--- src/rtl/tft_timing_pkg.sv ---
// ---------------------------------------------------------------------------
// tft_timing_pkg
//   Shared raster constants for the 800x480 TFT-LCD path. The LCD control and
//   BRAM address stages import the same values, so everyone agrees on where
//   the visible window sits inside the line and the frame.
//   Contents: default H/V active, porch and sync widths, totals, the default
//   counter width, the sync-polarity encoding and a width-check helper.
// ---------------------------------------------------------------------------
package tft_timing_pkg;

   // Horizontal timing, in pixels
   localparam int H_ACTIVE = 800;
   localparam int H_FP     = 40;
   localparam int H_SYNC   = 48;
   localparam int H_BP     = 40;
   localparam int H_TOTAL  = H_ACTIVE + H_FP + H_SYNC + H_BP;   // 928

   // Vertical timing, in lines
   localparam int V_ACTIVE = 480;
   localparam int V_FP     = 13;
   localparam int V_SYNC   = 3;
   localparam int V_BP     = 32;
   localparam int V_TOTAL  = V_ACTIVE + V_FP + V_SYNC + V_BP;   // 528

   // Default counter width; holds H_TOTAL-1 and V_TOTAL-1
   localparam int TFT_CNT_W = 10;

   // Sync polarity encoding: the level the sync pin takes while asserted
   localparam bit SYNC_ACTIVE_LOW  = 1'b0;
   localparam bit SYNC_ACTIVE_HIGH = 1'b1;

   // True when a cnt_w-bit counter can represent every index 0..total-1
   function automatic bit total_fits(input int total, input int cnt_w);
      return total <= (1 << cnt_w);
   endfunction

endpackage

--- src/rtl/tft_sync_axis.sv ---
// ---------------------------------------------------------------------------
// tft_sync_axis
//   One raster axis (horizontal in pixels, or vertical in lines). Keeps the
//   position counter and registers the active-region and sync-region flags
//   decoded from the next count, so the flags line up with count.
//   Ports:
//     CLK    in   clock
//     RESET  in   synchronous active-high reset
//     step   in   advance one position this cycle
//     count  out  current position, 0..TOTAL-1
//     wrap   out  the next step lands on position 0
//     de     out  count is in the active region
//     sync   out  count is in the sync region (raw, active-high)
// ---------------------------------------------------------------------------
module tft_sync_axis #(
   parameter int ACTIVE = tft_timing_pkg::H_ACTIVE,
   parameter int FP     = tft_timing_pkg::H_FP,
   parameter int SYNC   = tft_timing_pkg::H_SYNC,
   parameter int BP     = tft_timing_pkg::H_BP,
   parameter int CNT_W  = tft_timing_pkg::TFT_CNT_W
) (
   input  logic             CLK,
   input  logic             RESET,
   input  logic             step,
   output logic [CNT_W-1:0] count,
   output logic             wrap,
   output logic             de,
   output logic             sync
);
   import tft_timing_pkg::*;

   localparam int TOTAL = ACTIVE + FP + SYNC + BP;

   localparam logic [CNT_W-1:0] LAST       = CNT_W'(TOTAL - 1);
   localparam logic [CNT_W-1:0] ACT_END    = CNT_W'(ACTIVE);
   localparam logic [CNT_W-1:0] SYNC_FIRST = CNT_W'(ACTIVE + FP);
   localparam logic [CNT_W-1:0] SYNC_LAST  = CNT_W'(ACTIVE + FP + SYNC - 1);

   if (!total_fits(TOTAL, CNT_W)) begin : g_err_width
      $error("tft_sync_axis: TOTAL=%0d does not fit in CNT_W=%0d bits", TOTAL, CNT_W);
   end
   if (ACTIVE == 0 || FP == 0 || SYNC == 0 || BP == 0) begin : g_err_zero
      $error("tft_sync_axis: ACTIVE, FP, SYNC and BP must all be non-zero");
   end

   // primed is clear after reset: the first step presents position 0 rather
   // than 1, so the first enabled pixel after reset is the frame origin.
   logic             primed;
   logic [CNT_W-1:0] count_nxt;

   // The >= catches an out-of-range count (e.g. after an upset) and folds it
   // back to 0 on the next step, same as a normal wrap.
   assign wrap = !primed || (count >= LAST);

   always_comb begin
      count_nxt = wrap ? '0 : count + 1'b1;
   end

   // NOTE: state is updated with non-blocking assignments so every flop in
   // this clock domain samples the pre-edge values of its neighbours.
   always_ff @(posedge CLK) begin
      if (RESET) begin
         primed <= 1'b0;
         count  <= '0;
         de     <= 1'b0;
         sync   <= 1'b0;
      end else if (step) begin
         primed <= 1'b1;
         count  <= count_nxt;
         de     <= (count_nxt < ACT_END);
         sync   <= (count_nxt >= SYNC_FIRST) && (count_nxt <= SYNC_LAST);
      end
   end

endmodule

--- src/rtl/tft_timing_gen.sv ---
// ---------------------------------------------------------------------------
// tft_timing_gen
//   Raster timing for the TFT-LCD path: pixel/line counters, Hsync/Vsync,
//   hDE/vDE/DE and line/frame strobes. Advances one pixel per CLK in which
//   PIX_CE is high; everything holds otherwise.
//   Ports:
//     CLK          in   system clock
//     RESET        in   synchronous active-high reset
//     PIX_CE       in   pixel enable from the pixel-clock divider
//     H_COUNT      out  pixel index within the line
//     V_COUNT      out  line index within the frame
//     Hsync/Vsync  out  sync outputs, asserted level set by SYNC_POL
//     hDE/vDE/DE   out  active-region flags; DE = hDE & vDE
//     line_start   out  1-CLK strobe when the line restarts at pixel 0
//     frame_start  out  1-CLK strobe when the frame restarts at (0,0)
// ---------------------------------------------------------------------------
module tft_timing_gen #(
   parameter int H_ACTIVE = tft_timing_pkg::H_ACTIVE,
   parameter int H_FP     = tft_timing_pkg::H_FP,
   parameter int H_SYNC   = tft_timing_pkg::H_SYNC,
   parameter int H_BP     = tft_timing_pkg::H_BP,
   parameter int V_ACTIVE = tft_timing_pkg::V_ACTIVE,
   parameter int V_FP     = tft_timing_pkg::V_FP,
   parameter int V_SYNC   = tft_timing_pkg::V_SYNC,
   parameter int V_BP     = tft_timing_pkg::V_BP,
   parameter bit SYNC_POL = tft_timing_pkg::SYNC_ACTIVE_LOW,
   parameter int CNT_W    = tft_timing_pkg::TFT_CNT_W
) (
   input  logic             CLK,
   input  logic             RESET,
   input  logic             PIX_CE,
   output logic [CNT_W-1:0] H_COUNT,
   output logic [CNT_W-1:0] V_COUNT,
   output logic             Hsync,
   output logic             Vsync,
   output logic             hDE,
   output logic             vDE,
   output logic             DE,
   output logic             line_start,
   output logic             frame_start
);
   import tft_timing_pkg::*;

   logic h_wrap, v_wrap;
   logic h_sync, v_sync;
   logic v_step;

   // The vertical axis only moves when the line wraps, so Vsync edges land
   // on the same pixel as line_start.
   assign v_step = PIX_CE & h_wrap;

   tft_sync_axis #(
      .ACTIVE (H_ACTIVE),
      .FP     (H_FP),
      .SYNC   (H_SYNC),
      .BP     (H_BP),
      .CNT_W  (CNT_W)
   ) u_h_axis (
      .CLK    (CLK),
      .RESET  (RESET),
      .step   (PIX_CE),
      .count  (H_COUNT),
      .wrap   (h_wrap),
      .de     (hDE),
      .sync   (h_sync)
   );

   tft_sync_axis #(
      .ACTIVE (V_ACTIVE),
      .FP     (V_FP),
      .SYNC   (V_SYNC),
      .BP     (V_BP),
      .CNT_W  (CNT_W)
   ) u_v_axis (
      .CLK    (CLK),
      .RESET  (RESET),
      .step   (v_step),
      .count  (V_COUNT),
      .wrap   (v_wrap),
      .de     (vDE),
      .sync   (v_sync)
   );

   // Raw sync flags are registered and reset to 0, so the pins sit at the
   // deasserted level through reset and never glitch when a frame is aborted.
   assign Hsync = (SYNC_POL == SYNC_ACTIVE_HIGH) ? h_sync : ~h_sync;
   assign Vsync = (SYNC_POL == SYNC_ACTIVE_HIGH) ? v_sync : ~v_sync;
   assign DE    = hDE & vDE;

   // Strobes are rewritten every cycle, so they can never stretch past one CLK.
   always_ff @(posedge CLK) begin
      if (RESET) begin
         line_start  <= 1'b0;
         frame_start <= 1'b0;
      end else begin
         line_start  <= PIX_CE & h_wrap;
         frame_start <= PIX_CE & h_wrap & v_wrap;
      end
   end

endmodule
--- config.mk ---
export PLATFORM = sky130hd
export DESIGN_NAME = tft_timing_gen
export DESIGN_NICKNAME = d
export VERILOG_FILES = /design/src/rtl/tft_timing_pkg.sv /design/src/rtl/tft_sync_axis.sv /design/src/rtl/tft_timing_gen.sv
export SDC_FILE = /design/constraint.sdc
export NUM_CORES = 1
export LEC_CHECK = 0
export BUFFER_PORTS_ARGS = -buffer_cell sky130_fd_sc_hd__buf_4
export CORE_MARGIN = 1.5
export CORE_UTILIZATION = 40
export CTS_CLUSTER_SIZE = 10
export DETAILED_ROUTE_END_ITERATION = 8
export GPL_TIMING_DRIVEN = 0
export PLACE_DENSITY = 0.7
export RECOVER_POWER = 100
export SLEW_MARGIN = 20
export SYNTH_ARGS = -nofsm -noshare
export SYNTH_HDL_FRONTEND = slang
export SYNTH_SLANG_ARGS = --single-unit
--- constraint.sdc ---
create_clock -name CLK -period 2.8 [get_ports CLK]
set_input_delay 0.56 -clock CLK [delete_from_list [all_inputs] [get_ports CLK]]
set_output_delay 0.56 -clock CLK [all_outputs]
set_load 0.1 [all_outputs]
* Word-level counts from Yosys, hierarchy flattened *
Index checks and enable logic that the tools add are counted.
W data, S select, Z words.

cells by class
  add/sub/neg operators = 2
  multipliers = 0
  div/mod/pow operators = 0
  $lt $le $gt $ge = 8
  equality and inequality tests = 0
  shift operators = 0
  muxes and demuxes = 2
  bitwise gates (word level) = 5
  reductions and logical operators = 6

operators with widths
  kind                     number
  $ge A10 B10 Y1 const B   3
  $add A10 B1 Y10 const B  2
  $mux W10                 2
  $ge A10 B9 Y1 const B    1
  $le A10 B10 Y1 const B   1
  $le A10 B9 Y1 const B    1
  $lt A10 B10 Y1 const B   1
  $lt A10 B9 Y1 const B    1
  $and A1 B1 Y1            3
  $logic_and A1 B1 Y1      2
  $logic_not A1 Y1         2
  $logic_or A1 B1 Y1       2
  $not A1 Y1               2

storage, ports and cells
  bits in registers = 28
  latch bits = 0
  bits in writable memories = 0
  memory bits (read-only) = 0
  output and inout bits = 27
  word-level logic and storage cells = 33
  memories kept = 0

* Longest topological paths before layout *
Gate-level depths: netlist (run 1).

  depth after elaboration = 5
  depth in mapped cells = 7
  depth with buffers taken out = 6

* Cells and area by module *
From an unflattened synthesis (run 1), not the netlist that was laid out.

unflattened totals
  cell total of the unflattened synthesis = 210
  area, all modules = 1,697.9 sq um

modules (own cells, without submodules)
  module                    times used  cells an instance  area each (sq um)  sequential area each (sq um)
  tft_sync_axis (u_v_axis)  1           104                832.0              260.2
  tft_sync_axis (u_h_axis)  1           98                 785.8              260.2
  tft_timing_gen            1           8                  80.1               40.0

* Least setup slack after synthesis (run 1) *
OpenSTA, ideal clock, no wires.

  kind = flip-flop to flip-flop
  from = reg u_h_axis.count[0]
  to = reg u_v_axis.count[4]
  library setup time = 118 ps
  data arrival time = 2,654 ps
  path slack = 29 ps
  cell stages (with the launch flop) = 6
  path buffers = 0
  period minus slack after synthesis = 2,771 ps
  cells stage by stage = dfxtp_1 ha_1 nand4_4 a221oi_1 o21ai_1 a32o_1

between the ends
  word-level cells in the longest chain between the ends = 3

ends and longest elaborated chain
  item                      RTL line              text
  start: declaration        tft_sync_axis.sv:25   output logic [CNT_W-1:0] count,
  start signal: assignment  tft_sync_axis.sv:69   count <= count_nxt;
  $ge A10 B10 Y1            tft_sync_axis.sv:53   assign wrap = !primed || (count >= LAST);
  $logic_or A1 B1 Y1        tft_sync_axis.sv:53
  $and A1 B1 Y1             tft_timing_gen.sv:50  assign v_step = PIX_CE & h_wrap;
  end signal: assignment    tft_sync_axis.sv:69
  end: declaration          tft_sync_axis.sv:25

Every way passes these cells.
A chain may end at the register's enable or synchronous reset.

* Worst setup path in the final report (run 1) *
  from = reg u_h_axis.count[0]
  to = reg u_v_axis.count[5]

Same word-level chain as after synthesis.

==> results of run 1 <==
## critical path: stages, from the launching register on
cell and delay [ns]:
dfxtp_1 0.44, ha_1 0.39, nand4_4 0.19, a221o_1 0.36, clkbuf_1 0.23, nor2_1 0.39
nand3_1 0.13, a21oi_1 0.15
## through the flow
step | instance area (sq um) | hold slack (ns)
3_3_place_gp | 1920 | 0.462
5_1_grt | 1890 | 0.501
4_1_cts | 1990 | 0.483
3_5_place_dp | 1920 | 0.468
2_1_floorplan | 1650 | 0.445
6_report | 1890 | 0.482
## routing by layer
metal | share of wire [%] | GRT usage (%)
met1 | 51 | 28.7
met3 | 5.2 | 2.00
met2 | 42 | 26.2
met5 | 0 | 0
met4 | 1.3 | 5.87
## worst max-delay path by stage
stage,from,to,slack [ns],cells past startpoint
final,u_h_axis.count[0],u_v_axis.count[5],0.44,7
after global routing,u_h_axis.count[0],u_v_axis.count[6],0.21,7
after CTS,u_h_axis.count[0],u_v_axis.count[4],0.24,5
after detailed placement,u_h_axis.count[0],u_v_axis.count[4],0.25,5
after global placement,u_h_axis.count[0],u_v_axis.count[4],0.31,5
after floorplan,u_h_axis.count[0],u_v_axis.count[4],0.03,5
## flip-flops by register name, indices dropped and copies added, names as in the netlist
signal,cells
u_v_axis.count,10
line_start,1
u_h_axis.de,1
u_v_axis.de,1
u_v_axis.sync,1
u_v_axis.primed,1
u_h_axis.sync,1
u_h_axis.count,10
frame_start,1
u_h_axis.primed,1
## report_power, final
part           internal, W  switching [W]  leakage (nW)
Combinational    0.0000251       0.000107         0.397
Clock             0.000192       0.000135        0.0357
Sequential        0.000407     0.00000805         0.227
## final cells by class
type | count | share of cell area, %
clock inverters | 1 | 1.59
well taps | 50 | 3.31
inverters | 8 | 1.59
repair buffers | 29 | 5.96
clock buffers | 3 | 2.18
plain buffers | 12 | 2.98
flip-flops and latches | 28 | 29.6
multi-input cells | 166 | 52.7
## cell families (layout without fill, tap and decap cells)
group | after synthesis | count (layout) | synth area share, %
simple gates | 99 | 99 | 32.1
mux | 2 | 2 | 1.22
fa+ha+maj | 2 | 2 | 1.52
flops | 28 | 28 | 34.0
xor+xnor | 5 | 5 | 2.66
compound gates | 58 | 58 | 23.1
buf+inv | 20 | 53 | 5.39
## placed cells by master (no fill, tap or decap), types with 3 or more instances in the layout
| master | netlist | routed |
|---|---|---|
| a22oi_1 | 4 | 4 |
| o21ai_0 | 14 | 15 |
| clkbuf_1 | 5 | 36 |
| clkbuf_8 | 0 | 3 |
| xnor2_1 | 3 | 3 |
| nand3_1 | 13 | 13 |
| dfxtp_1 | 28 | 28 |
| buf_2 | 4 | 3 |
| inv_1 | 8 | 8 |
| nor2_1 | 27 | 27 |
| nor2b_1 | 4 | 4 |
| a21oi_1 | 15 | 15 |
| or3_1 | 3 | 3 |
| nor4_1 | 4 | 4 |
| and3_1 | 6 | 6 |
| nor3_1 | 8 | 8 |
| nand3b_1 | 6 | 6 |
| nand2_1 | 14 | 14 |
| nand4_1 | 3 | 3 |
## Yosys cell counts, types with 3 or more instances
library cell   n  share of area, %
dfxtp_1       28                34
nor2_1        27               6.2
a21oi_1       15               4.6
nand2_1       14               3.2
o21ai_0       14               4.3
nand3_1       13               4.0
inv_1          8               1.8
nor3_1         8               2.4
and3_1         6               2.3
nand3b_1       6               2.7
clkbuf_1       5               1.1
a22oi_1        4               1.8
buf_2          4               1.2
nor2b_1        4               1.5
nor4_1         4               1.5
nand4_1        3               1.1
or3_1          3               1.1
xnor2_1        3               1.6
==> results.sh, run 1 <==
export IMPL_run_status="finished, final reports clean"
export IMPL_gp_congestion=0.944
export IMPL_tns_ns=0
export IMPL_ys_warn_count=0
export IMPL_yosys_most_used_dff="dfxtp_1"
export IMPL_nFillCells=435
export IMPL_cts_reportedPaths_clkPinSlew_ns=0.10
export IMPL_first_global_vias=1336
export IMPL_finClkSkew_ns=0.00132
export IMPL_post_cts_setup_buffers=0
export IMPL_ant_nets=0
export IMPL_hold_start="u_v_axis.sync"
export IMPL_fin_ws_ns=0.444
export IMPL_max_slew_margin_pct=22.8
export IMPL_cts_tree="built"
export IMPL_antenna_found_initial=0
export IMPL_timing_final_crit_share_pct=84.2
export IMPL_die_y_um=67.2
export IMPL_irDropWorstVdd_uv=220
export IMPL_track_usage_pct=18.4
export IMPL_fmax_mhz=424
export IMPL_r2r_cells=7
export IMPL_syn_nets=219
export IMPL_finalCriticalPeriod_ns=2.36
export IMPL_grt_overflow=0
export IMPL_root_buffer="clkbuf_8"
export IMPL_hpwl_um=2890
export IMPL_ys_async_sr_fraction_pct=0
export IMPL_clkLatencyLatePin_ns=0.28
export IMPL_grt_first_pass_wirelength_um=6480
export IMPL_cts_num_sinks=28
export IMPL_n_antenna_cell=0
export IMPL_drt_wirelength_per_cell_um=13.7
export IMPL_crit_arrival_ns=2.57
export IMPL_hold_end="u_v_axis.sync"
export IMPL_ys_seq_area_share_pct=34.0
export IMPL_synth_edff_count=0
export IMPL_via_per_inst=5.72
export IMPL_grt_max_degree=17
export IMPL_dieArea_sq_um=4510
export IMPL_fin_cells=297
export IMPL_critPathKind="register to register"
export IMPL_p_leak_nw=0.660
export IMPL_cts_resized=0
export IMPL_cellPowerDensity_nw_per_um2=463
export IMPL_htreeDepth=1
export IMPL_min_path_cells=2
export IMPL_die_x_um=67.2
export IMPL_dp_slack_ns=0.254
export IMPL_port_buffers=28
export IMPL_drtIter0Drc=117
export IMPL_core_area_sq_um=3970
export IMPL_vias=1699
export IMPL_crit_fanout=10
export IMPL_std_cell_rows=23
export IMPL_drc=0
export IMPL_clk_path_buf_depth=2
export IMPL_place_inst=292
export IMPL_r2r_slack_ns=0.44
export IMPL_total_power_w=0.000875
export IMPL_crit_reg2reg_capture="u_v_axis.count[5]"
export IMPL_routed_wl_um=4070
export IMPL_worst_slew_pin_slew_ns=1.16
export IMPL_hold_buffers=0
export IMPL_hold_path_class="register to register"
export IMPL_layout_drive_gt1_share_pct=5.67
export IMPL_synthCells=214
export IMPL_area_growth_synth_to_final_pct=14.8
export IMPL_finalNetCount=253
export IMPL_worst_setup_path_end_kind="register"
export IMPL_drtPass1Iterations=4
export IMPL_crit_required_ns=3.01
export IMPL_slew_viol_final=0
export IMPL_final_util_pct=47.6
export IMPL_cts_made_buffers=3
export IMPL_startpoint_type="register"
export IMPL_initial_core_util_pct=41.5
export IMPL_hold_viol_final=0
export IMPL_io_pins=30
export IMPL_avgSynthCellArea_sq_um=7.69
export IMPL_rsz0062_at_grt="false"
export IMPL_final_seq_area_sq_um=561
export IMPL_ys_seq_elements=28
export IMPL_setup_viol_count_final=0
export IMPL_netlist_area_sq_um=1650
export IMPL_crit_reg2reg_launch="u_h_axis.count[0]"
export IMPL_synth_distinct_cells=54
export IMPL_multi_input_area_sq_um=997
export IMPL_drv_cap=0
No activity file was read; power rests on OpenSTA's default activity.
==> run 2, diff against run 1 <==
--- a/config.mk
+++ b/config.mk
@@ -11,7 +11,7 @@
 export CTS_CLUSTER_SIZE = 10
 export DETAILED_ROUTE_END_ITERATION = 8
 export GPL_TIMING_DRIVEN = 0
-export PLACE_DENSITY = 0.7
+export PLACE_DENSITY = 0.72
 export RECOVER_POWER = 100
 export SLEW_MARGIN = 20
 export SYNTH_ARGS = -nofsm -noshare
==> constraint.sdc (replaced) <==
create_clock -name CLK -period 2 [get_ports CLK]
set_input_delay 0.4 -clock CLK [delete_from_list [all_inputs] [get_ports CLK]]
set_output_delay 0.4 -clock CLK [all_outputs]
set_load 0.1 [all_outputs]
==> results.sh, run 2 (synthesis results as in run 1) <==
export IMPL_finalCriticalPeriod_ns=1.89
export IMPL_drv_cap=0
export IMPL_crit_required_ns=2.22
export IMPL_rsz0062_at_grt="false"
export IMPL_critPathKind="register to register"
export IMPL_ant_nets=0
export IMPL_total_power_w=0.00119
export IMPL_reg_top3="u_h_axis.count (10), u_v_axis.count (10)"
export IMPL_grt_first_pass_wirelength_um=6940
export IMPL_cellPowerDensity_nw_per_um2=574
export IMPL_setup_viol_count_final=0
export IMPL_cts_made_buffers=3
export IMPL_drtIter0Drc=105
export IMPL_layout_drive_gt1_share_pct=29.6
export IMPL_antenna_found_initial=0
export IMPL_root_buffer="clkbuf_8"
export IMPL_tns_ns=0
export IMPL_first_global_vias=1432
export IMPL_die_x_um=67.2
export IMPL_finClkSkew_ns=0.00617
export IMPL_hold_buffers=0
export IMPL_crit_reg2reg_capture="u_v_axis.count[7]"
export IMPL_drtPass1Iterations=4
export IMPL_final_cell_mix="30 x clkbuf_2, 26 x nor2_1, 14 x o21ai_0, 14 x a21oi_1, 14 x nand2_1"
export IMPL_worst_slew_pin_slew_ns=0.588
export IMPL_irDropWorstVdd_uv=253
export IMPL_hold_viol_final=0
export IMPL_worst_setup_path_end_kind="register"
export IMPL_nFillCells=415
export IMPL_r2r_slack_ns=0.11
export IMPL_n_antenna_cell=0
export IMPL_vias=1706
export IMPL_grt_max_degree=17
export IMPL_crit_fanout=8
export IMPL_final_common_cell="clkbuf_2"
export IMPL_routed_wl_um=4250
export IMPL_drc=0
export IMPL_die_y_um=67.2
export IMPL_crit_end="u_v_axis.count[7]"
export IMPL_slew_viol_final=0
export IMPL_port_buffers=28
export IMPL_max_slew_margin_pct=60.8
export IMPL_initial_core_util_pct=41.5
export IMPL_io_pins=30
export IMPL_via_per_inst=5.69
export IMPL_p_leak_nw=0.803
export IMPL_htreeDepth=1
export IMPL_cts_num_sinks=28
export IMPL_core_area_sq_um=3970
export IMPL_clkLatencyLatePin_ns=0.28
export IMPL_gp_congestion=0.934
export IMPL_clk_path_buf_depth=2
export IMPL_area_growth_synth_to_final_pct=26.4
export IMPL_finalNetCount=256
export IMPL_grt_overflow=0
export IMPL_crit_reg2reg_launch="u_h_axis.count[0]"
export IMPL_r2r_cells=6
export IMPL_cp_startpoint="u_h_axis.count[0]"
export IMPL_fmax_mhz=528
export IMPL_cts_tree="built"
export IMPL_timing_hold_ws_ns=0.480
export IMPL_crit_arrival_ns=2.11
export IMPL_timing_final_crit_share_pct=94.7
export IMPL_track_usage_pct=19.9
export IMPL_hold_path_class="register to register"
export IMPL_hpwl_um=2960
export IMPL_drt_wirelength_per_cell_um=14.2
export IMPL_dieArea_sq_um=4510
export IMPL_run_status="finished, final reports clean"
export IMPL_cts_reportedPaths_clkPinSlew_ns=0.11
export IMPL_startpoint_type="register"
export IMPL_std_cell_rows=23
run 2: cell types whose count changed in the layout (fill, tap and decap cells not counted), moves of 4 or more:
cell and change:
buf_4 +4, clkbuf_1 -31, clkbuf_2 +30, dfxtp_1 -16
dfxtp_2 +8, dfxtp_4 +8
run 2: area by class of cell:
cell class	instances	area [sq um]	area share, %
Sequential cell	28	601	28.9
Clock buffer	4	66.3	3.19
Timing Repair Buffer	32	173	8.30
Buffer	12	68.8	3.31
Tap cell	50	62.6	3.01
Inverter	8	30.0	1.44
Multi-Input combinational cell	166	1080	51.9
run 2: metrics by stage:
step / instance area, sq um / worst slack [ns] / instances / utilization (%)
detailed placement: 2000 / 0.0104 / 292 / 50.3
finish: 2080 / 0.107 / 300 / 52.4
floorplan: 1730 / 0.000425 / 214 / -
global placement: 2000 / 0.0348 / 292 / 50.3
global route: 2080 / 0.00338 / 300 / 52.4
CTS: 2080 / 0.0112 / 296 / 52.3
run 2: critical path, stage by stage (launching register included):
cell,delay (ns)
dfxtp_4,0.40
ha_4,0.19
nand4_4,0.14
a221o_1,0.34
or2_0,0.25
or3_1,0.38
a21oi_2,0.13
run 2: layer usage:
layer  part of all wire (%)  global-route usage (%)
met4                   0.78                    5.61
met2                     44                    29.5
met3                    4.7                    2.17
met5                      0                       0
met1                     50                    30.2
run 2: what timing repair did:
item	4_1_cts	5_1_grt
setup buffers	0	4
gates resized for setup	2	9
pin swaps	0	4
endpoints found under the setup margin	3	10
run 2: power breakdown:
group / total, W / internal (W) / switching (W)
sequential: 0.000575 / 0.000561 / 0.0000134
combinational: 0.000209 / 0.0000513 / 0.000158
clock: 0.000411 / 0.000218 / 0.000193
total: 0.00119 / 0.000831 / 0.000364
run 2: worst min-delay path by stage:
stage	from	end	slack [ns]	depth (start not counted)
2_1_floorplan	u_v_axis.sync	u_v_axis.sync	0.45	2
3_3_place_gp	u_v_axis.sync	u_v_axis.sync	0.46	2
3_5_place_dp	u_v_axis.sync	u_v_axis.sync	0.47	2
4_1_cts	u_v_axis.sync	u_v_axis.sync	0.48	2
5_1_grt	u_v_axis.sync	u_v_axis.sync	0.50	2
6_report	u_v_axis.sync	u_v_axis.sync	0.48	2
